===== config.mk =====
export PLATFORM = sky130hd
export DESIGN_NAME = amm_block_master
export DESIGN_NICKNAME = d
export VERILOG_FILES = /design/src/rtl/amm_master_pkg.sv /design/src/rtl/amm_block_master.sv
export SDC_FILE = /design/constraint.sdc
export NUM_CORES = 1
export LEC_CHECK = 0
export ABC_AREA = 1
export BUFFER_PORTS_ARGS = -buffer_cell sky130_fd_sc_hd__buf_2
export CAP_MARGIN = 20
export CORE_AREA = 2 2 218 155
export CTS_CLUSTER_SIZE = 40
export DETAILED_ROUTE_END_ITERATION = 6
export DIE_AREA = 0 0 220 157
export SLEW_MARGIN = 0
export SYNTH_ARGS = -nofsm -noshare
export SYNTH_HDL_FRONTEND = slang
export SYNTH_SLANG_ARGS = --single-unit

===== constraint.sdc =====
create_clock -name clk -period 4.3 [get_ports clk]
set_input_delay 0.86 -clock clk [delete_from_list [all_inputs] [get_ports clk]]
set_output_delay 0.86 -clock clk [all_outputs]
set_load 0.1 [all_outputs]

===== src/rtl/amm_master_pkg.sv =====
// Shared types and constants for the Avalon-MM block-transfer master.
// Ports: none (package only).
// Provides the engine state encoding and the per-word address stride.
package amm_master_pkg;

  typedef enum logic [2:0] {
    IDLE,
    WRITE,
    READ_REQ,
    READ_WAIT,
    DONE
  } state_t;

  // Byte distance between consecutive bus words.
  localparam int WORD_BYTES = 4;

endpackage


===== src/rtl/amm_block_master.sv =====
// Avalon-MM master that runs sequential single-word block transfers: pattern
// fill (seed, seed+1, ...) in write mode, read-back with checksum in read mode.
// Ports: cmd_* (command from control logic, sampled in IDLE), status_* (busy,
// one-cycle done pulse, running sum and word count), master_* (Avalon-MM
// master bus). First request one cycle after start; writes stream one word
// per cycle; reads keep exactly one transaction outstanding. Bus outputs are
// registered and hold stable while master_waitrequest is high.
module amm_block_master
  import amm_master_pkg::*;
#(
  parameter int ADDRESSWIDTH = 26,
  parameter int DATAWIDTH    = 32,
  parameter int LENWIDTH     = 16
) (
  input  logic                    clk,
  input  logic                    reset_n,
  input  logic                    cmd_start,
  input  logic                    cmd_write,
  input  logic [ADDRESSWIDTH-1:0] cmd_address,
  input  logic [LENWIDTH-1:0]     cmd_length,
  input  logic [DATAWIDTH-1:0]    cmd_seed,
  output logic                    status_busy,
  output logic                    status_done,
  output logic [DATAWIDTH-1:0]    status_sum,
  output logic [LENWIDTH-1:0]     status_count,
  output logic [ADDRESSWIDTH-1:0] master_address,
  output logic [DATAWIDTH-1:0]    master_writedata,
  output logic                    master_write,
  output logic                    master_read,
  input  logic [DATAWIDTH-1:0]    master_readdata,
  input  logic                    master_readdatavalid,
  input  logic                    master_waitrequest
);

  state_t                  state_q;
  logic [ADDRESSWIDTH-1:0] addr_q;
  logic [LENWIDTH-1:0]     len_q;
  logic [LENWIDTH-1:0]     count_q;
  logic [DATAWIDTH-1:0]    sum_q;
  // Tracks seed + count, so the write data needs no adder on the output path.
  logic [DATAWIDTH-1:0]    wdata_q;
  logic                    write_q;
  logic                    read_q;
  logic                    busy_q;
  logic                    done_q;

  logic [ADDRESSWIDTH-1:0] addr_d;
  logic [LENWIDTH-1:0]     count_d;
  logic [ADDRESSWIDTH-1:0] start_addr_d;

  // Byte-lane bits of the start address are forced to zero.
  logic unused_addr_lsbs;
  assign unused_addr_lsbs = ^cmd_address[1:0];

  always_comb begin
    addr_d       = addr_q + ADDRESSWIDTH'(WORD_BYTES);  // wraps modulo 2^ADDRESSWIDTH
    count_d      = count_q + LENWIDTH'(1);
    start_addr_d = {cmd_address[ADDRESSWIDTH-1:2], 2'b00};
  end

  always_ff @(posedge clk) begin
    if (!reset_n) begin
      state_q <= IDLE;
      addr_q  <= '0;
      len_q   <= '0;
      count_q <= '0;
      sum_q   <= '0;
      wdata_q <= '0;
      write_q <= 1'b0;
      read_q  <= 1'b0;
      busy_q  <= 1'b0;
      done_q  <= 1'b0;
    end else begin
      done_q <= 1'b0;
      case (state_q)
        IDLE: begin
          if (cmd_start) begin
            addr_q  <= start_addr_d;
            len_q   <= cmd_length;
            wdata_q <= cmd_seed;
            sum_q   <= '0;
            count_q <= '0;
            busy_q  <= 1'b1;
            if (cmd_length == '0) begin
              state_q <= DONE;
              done_q  <= 1'b1;
            end else if (cmd_write) begin
              state_q <= WRITE;
              write_q <= 1'b1;
            end else begin
              state_q <= READ_REQ;
              read_q  <= 1'b1;
            end
          end
        end
        WRITE: begin
          if (!master_waitrequest) begin
            count_q <= count_d;
            sum_q   <= sum_q + wdata_q;
            addr_q  <= addr_d;
            wdata_q <= wdata_q + DATAWIDTH'(1);
            if (count_d == len_q) begin
              state_q <= DONE;
              write_q <= 1'b0;
              done_q  <= 1'b1;
            end
          end
        end
        READ_REQ: begin
          if (!master_waitrequest) begin
            addr_q  <= addr_d;
            read_q  <= 1'b0;
            state_q <= READ_WAIT;
          end
        end
        READ_WAIT: begin
          // Valid is only honoured here, which keeps one read outstanding and
          // discards stray responses in every other state.
          if (master_readdatavalid) begin
            sum_q   <= sum_q + master_readdata;
            count_q <= count_d;
            if (count_d == len_q) begin
              state_q <= DONE;
              done_q  <= 1'b1;
            end else begin
              state_q <= READ_REQ;
              read_q  <= 1'b1;
            end
          end
        end
        DONE: begin
          state_q <= IDLE;
          busy_q  <= 1'b0;
        end
        default: begin
          state_q <= IDLE;
          write_q <= 1'b0;
          read_q  <= 1'b0;
          busy_q  <= 1'b0;
        end
      endcase
    end
  end

  assign status_busy      = busy_q;
  assign status_done      = done_q;
  assign status_sum       = sum_q;
  assign status_count     = count_q;
  assign master_address   = addr_q;
  assign master_writedata = wdata_q;
  assign master_write     = write_q;
  assign master_read      = read_q;

endmodule


Word level (Yosys, flattened, before mapping)
Index checks and enable logic that the tools add are counted.

storage, ports and cells
  word-level logic and storage cells = 94
  input bits = 112
  bits in registers = 129

cells by class
  add/subtract/negate cells = 5
  reduce and logical (&&, ||, !) cells = 17
  bitwise gates (word level) = 3
  multiplexer cells = 44
  equal/unequal tests = 15

operators with widths
  cell                   count
  $mux 32                5
  $pmux 32 s3            1
  $add 32x32->32         2
  $pmux 32 s2            1
  $mux 26                2
  $pmux 26 s2            1
  $mux 16                3
  $pmux 16 s3            1
  $add 32x1->32 const B  1
  $add 26x3->26 const B  1
  $mux 3                 7
  $ne 2x2->1 const B     10
  $mux 1                 17
  $add 16x1->16 const B  1
  $eq 16x16->1           1
  $logic_not 16->1       1
  $pmux 3 s4             1
  $reduce_and 7->1       1
  $eq 3x2->1 const B     2
  $pmux 1 s3             2
  $reduce_and 3->1       2
  $reduce_and 6->1       1
  $reduce_or 3->1        2
  $reduce_and 5->1       1
  12 further kinds       17

Longest topological paths before layout
  depth in word-level cells = 5
  gate-level depth with buffers = 23

Least setup slack after synthesis
OpenSTA, ideal clock, no wires.

  path kind = register -> register
  from = register state_q[1]
  to = register sum_q[22], in the netlist status_sum[22]
  stages on the path, launching flop included = 21
  data arrival time = 2,937 ps
  library setup time = 132 ps
  buffers on the path = 2
  setup slack = 1,231 ps
  required time = 4,168 ps
  path through = dfxtp_1 inv_2 nor2_1 inv_2 nor2_2 buf_2 clkbuf_1 o21ai_0 ha_1 fa_1 nand2_1 inv_1 nand2_1 nand2_1 a21oi_1 o21ai_0 nand3_1 nand2_1 or2_2 nand3_1 a21oi_1

on the way
  cells in the longest elaborated chain, start to end = 3

RTL lines
  what                                                              RTL line                 source
  start: declaration                                                amm_block_master.sv:35   state_t state_q;
  start signal: assignment                                          amm_block_master.sv:63   state_q <= IDLE;
  start signal: assignment                                          amm_block_master.sv:85   state_q <= DONE;
  start signal: assignment                                          amm_block_master.sv:88   state_q <= WRITE;
  $eq 3x1->1, or another cell as far along                          amm_block_master.sv:75   case (state_q)
  $ne 2x2->1 (no line) / $reduce_bool 3->1 (equally long branches)  --
  $reduce_and 4->1 (no line)                                        --
  end signal: assignment                                            amm_block_master.sv:99   sum_q <= sum_q + wdata_q;
  end signal: assignment                                            amm_block_master.sv:120  sum_q <= sum_q + master_readdata;
  end: declaration                                                  amm_block_master.sv:39   logic [DATAWIDTH-1:0] sum_q;

Several ways; a longest one is shown, not always the timed one.
A chain may end at the register's enable or synchronous reset.

Worst setup path after layout
  from = register state_q[1]
  to = register sum_q[30], in the netlist status_sum[30]

Same word-level chain as after synthesis.

==> metrics.yaml <==
grt:
  grt_pass1_wl_um: 53800
  grt_pass1_vias: 9751
  grt_max_degree: 53
  grt_usage_pct: 20.0
  grt_remaining_overflow: 0
  antenna_found_initial: 4
cts:
  cts_tree: "done"
  cts_sinks: 127
  postCtsSetupBuffers: 0
  clock-root-buffer: "clkbuf_16"
  cts_max_level: 4
  cts_resized: 0
  cts_hold_buffers: 0
  cts_buffer_depth: 2
  cts.reportedPaths.clkPinSlew_ns: 0.06
  insertion_delay_ns: 0.44
  cts_buffers: 17
worst_hold_path:
  min_delay_path_depth: 2
  hp-class: "register to register"
  hp-start: "master_write$_SDFFE_PN0P_"
  worstHoldEndpoint: "master_write$_SDFFE_PN0P_"
floorplanning:
  fp.dieArea_um2: 34500
  start_util_pct: 28.9
  io_pins: 222
  coreArea_um2: 32200
  core.rowCount: 55
  die_w_um: 220
  die_y_um: 157
final_layout:
  syn_to_final_growth_pct: 21.6
  nFillCells: 3554
  layout_common_cells: "390 x nand2_1, 217 x buf_2, 156 x a21oi_1"
  final_area_um2: 11300
  layout_commonest_cell: "nand2_1"
  drive_above_1_share_pct: 18.8
  final_nets: 1814
setup_path:
  worstPathMaxFanout: 42
  r2r-end: "status_sum[30]$_SDFFE_PN0P_"
  path_depth: 18
  r2r_slack_ns: 0.63
  rr_startpoint: "state_q[1]$_SDFFE_PN0P_"
  critPathCaptureType: "register"
  path_delay_family: "simple AND/OR/NAND/NOR gates"
  slowest_stage: "dfxtp_1"
  worstSetupPathType: "register to register"
  worst-path-buf-inv: 3
  cp_slowest_stage_delay_ns: 0.48
  worstPathCellList: "inv_2 > nor2_1 > inv_2 > nor2_4 > buf_4 > o21ai_0 > ha_1 > nand2_1 > nor2_1 > nand2_1 > o21ai_0 > nand3_1 > nand2_1 > nand2_1 > nand2_1 > nand2_1 > nand3_1 > a21oi_1"
  worst_ep_required_time_ns: 4.62
  crit_arrival_ns: 3.99
  r2r_cells: 18
  path_common_cell: "nand2_1"
  start_kind: "register"
timing:
  maxSlewViolCount: 0
  fin_setup_tns_ns: 0
  rsz0062_at_grt: "no"
  clock_skew_ns: 0.0131
  setup_viol: 0
  fmax_ghz: 0.272
  worst_slew_pin_slew_ns: 1.04
  period_share_pct: 85.4
  max_slew_margin_pct: 30.9
  period_minus_slack_ns: 3.67
  timing.final.hold_violations: 0
detailed_routing:
  avgRoutedWirePerCell_um: 16.7
  drt_iter0_drc: 762
  wl_um: 35000
  drc: 0
  via_per_inst: 5.06
  routed-via-count: 10600
  dr.pass1.iters: 5
  drtAntennaViolNets: 0
synth:
  ys_seq_elements: 127
  synth_top_family_by_area: "simple AND/OR/NAND/NOR gates"
  post_synth_and_or_nand_nor_area_fraction_pct: 34.4
  syn_area_um2: 9300
  synth_compound_area_share_pct: 21.3
  syn_inst: 1473
  ys.flop_type: "dfxtp_1"
  syn-mean-instance-area_um2: 6.32
  synthArstFlopShare_pct: 0
  synth_edf_count: 0
  yosys.area_share.xor_xnor_pct: 2.45
  synthAdderAreaFrac_pct: 5.73
  yosys.cell_types.count: 52
  synth-seq-area-share_pct: 27.3
  synth-warning-count: 0
  synth_mux_area_share_pct: 0
placed_design:
  io_buffers: 217
  dp_hpwl_um: 26900
  gp_congestion: 0.899
  post_dp_cell_area_um2: 10700
power_and_ir_drop:
  p_per_area_nw_per_um2: 729
  ir_worst_vdd_mv: 0.600
  p_leak_nw: 4.88
run:
  maxCapViolCount: 0
status:
  status: "completed"
[stage by stage]
stage / util [%] / cells / setup slack [ns] / power (mW) / hold slack (ns)
4_1_cts: 35.1 / 2100 / 0.630 / 8.24 / 0.465
3_5_place_dp: 33.2 / 2068 / 0.619 / 6.68 / 0.454
2_1_floorplan: - / 1474 / 1.23 / 5.71 / 0.444
6_report: 35.1 / 2102 / 0.627 / 8.25 / 0.456
3_3_place_gp: 33.2 / 2068 / 0.624 / 6.63 / 0.453
5_1_grt: 35.1 / 2102 / 0.219 / 8.75 / 0.481
[tightest hold or removal path, stage by stage (launching register included)]
cell and delay, ns:
dfxtp_1 0.31, nand2_1 0.06, a21oi_1 0.05
[kinds of logic after synthesis]
family | Yosys count
flops | 127
buf+inv | 195
compound gates | 359
xor+xnor | 26
other cells | 1
fa+ha+maj | 42
simple gates | 723
[cells in the mapped netlist, types with 7 or more instances]
| master | number | share of area (%) |
|---|---|---|
| a211oi_1 | 10 | 0.81 |
| a21o_1 | 7 | 0.56 |
| a21oi_1 | 156 | 8.4 |
| a31oi_1 | 9 | 0.61 |
| buf_2 | 18 | 0.97 |
| clkbuf_1 | 24 | 0.97 |
| dfxtp_1 | 127 | 27 |
| ha_1 | 41 | 5.5 |
| inv_1 | 127 | 5.1 |
| inv_2 | 11 | 0.44 |
| nand2_1 | 390 | 16 |
| nand2_2 | 7 | 0.47 |
| nand3_1 | 100 | 5.4 |
| nand3b_1 | 8 | 0.65 |
| nand4_1 | 25 | 1.7 |
| nor2_1 | 115 | 4.6 |
| nor2_2 | 7 | 0.47 |
| nor3_1 | 26 | 1.4 |
| nor4_1 | 11 | 0.74 |
| o211ai_1 | 13 | 1.0 |
| o21ai_0 | 123 | 6.6 |
| o21bai_1 | 11 | 0.89 |
| or2_2 | 17 | 1.1 |
| xnor2_1 | 11 | 1.0 |
| xor2_1 | 15 | 1.4 |
[registers in the layout (all words and copies together), names as in the netlist]
register and flops:
master_writedata 32, status_sum 32, master_address 24, len_q 16, status_count 16, state_q 3
master_read 1, master_write 1, status_busy 1, status_done 1
[layout make-up]
class                           instances  area (um^2)  share of cell area [%]
Antenna cell                            2         5.00                  0.0443
Multi-Input combinational cell       1152         5950                    52.6
Inverter                              138          518                    4.58
Sequential cell                       127         2540                    22.5
Tap cell                              427          534                    4.72
Clock inverter                         14          166                    1.47
Timing Repair Buffer                  224         1150                    10.2
Clock buffer                           18          439                    3.88
[power breakdown]
group	switching (mW)	total [mW]	internal, mW
Sequential	0.402	1.90	1.50
Clock	0.629	1.55	0.926
Combinational	3.79	4.80	1.00
[per-layer routing]
| layer | global-route usage, % | share of wire [%] |
|---|---|---|
| met1 | 29.1 | 50 |
| met2 | 29.4 | 41 |
| met3 | 4.46 | 7.2 |
| met4 | 5.82 | 1.7 |
| met5 | 0 | 0.037 |
[how the worst max path moves through the flow]
stage	start	to	slack [ns]
after global routing	state_q[0]$_SDFFE_PN0P_	master_address[11]$_SDFFE_PN0P_	0.22
after global placement	state_q[0]$_SDFFE_PN0P_	master_address[11]$_SDFFE_PN0P_	0.62
after CTS	state_q[0]$_SDFFE_PN0P_	master_address[8]$_SDFFE_PN0P_	0.63
after floorplan	state_q[1]$_SDFFE_PN0P_	status_sum[22]$_SDFFE_PN0P_	1.23
final	state_q[1]$_SDFFE_PN0P_	status_sum[30]$_SDFFE_PN0P_	0.63
after detailed placement	state_q[0]$_SDFFE_PN0P_	master_address[11]$_SDFFE_PN0P_	0.62
(Power assumes the default switching activity.)
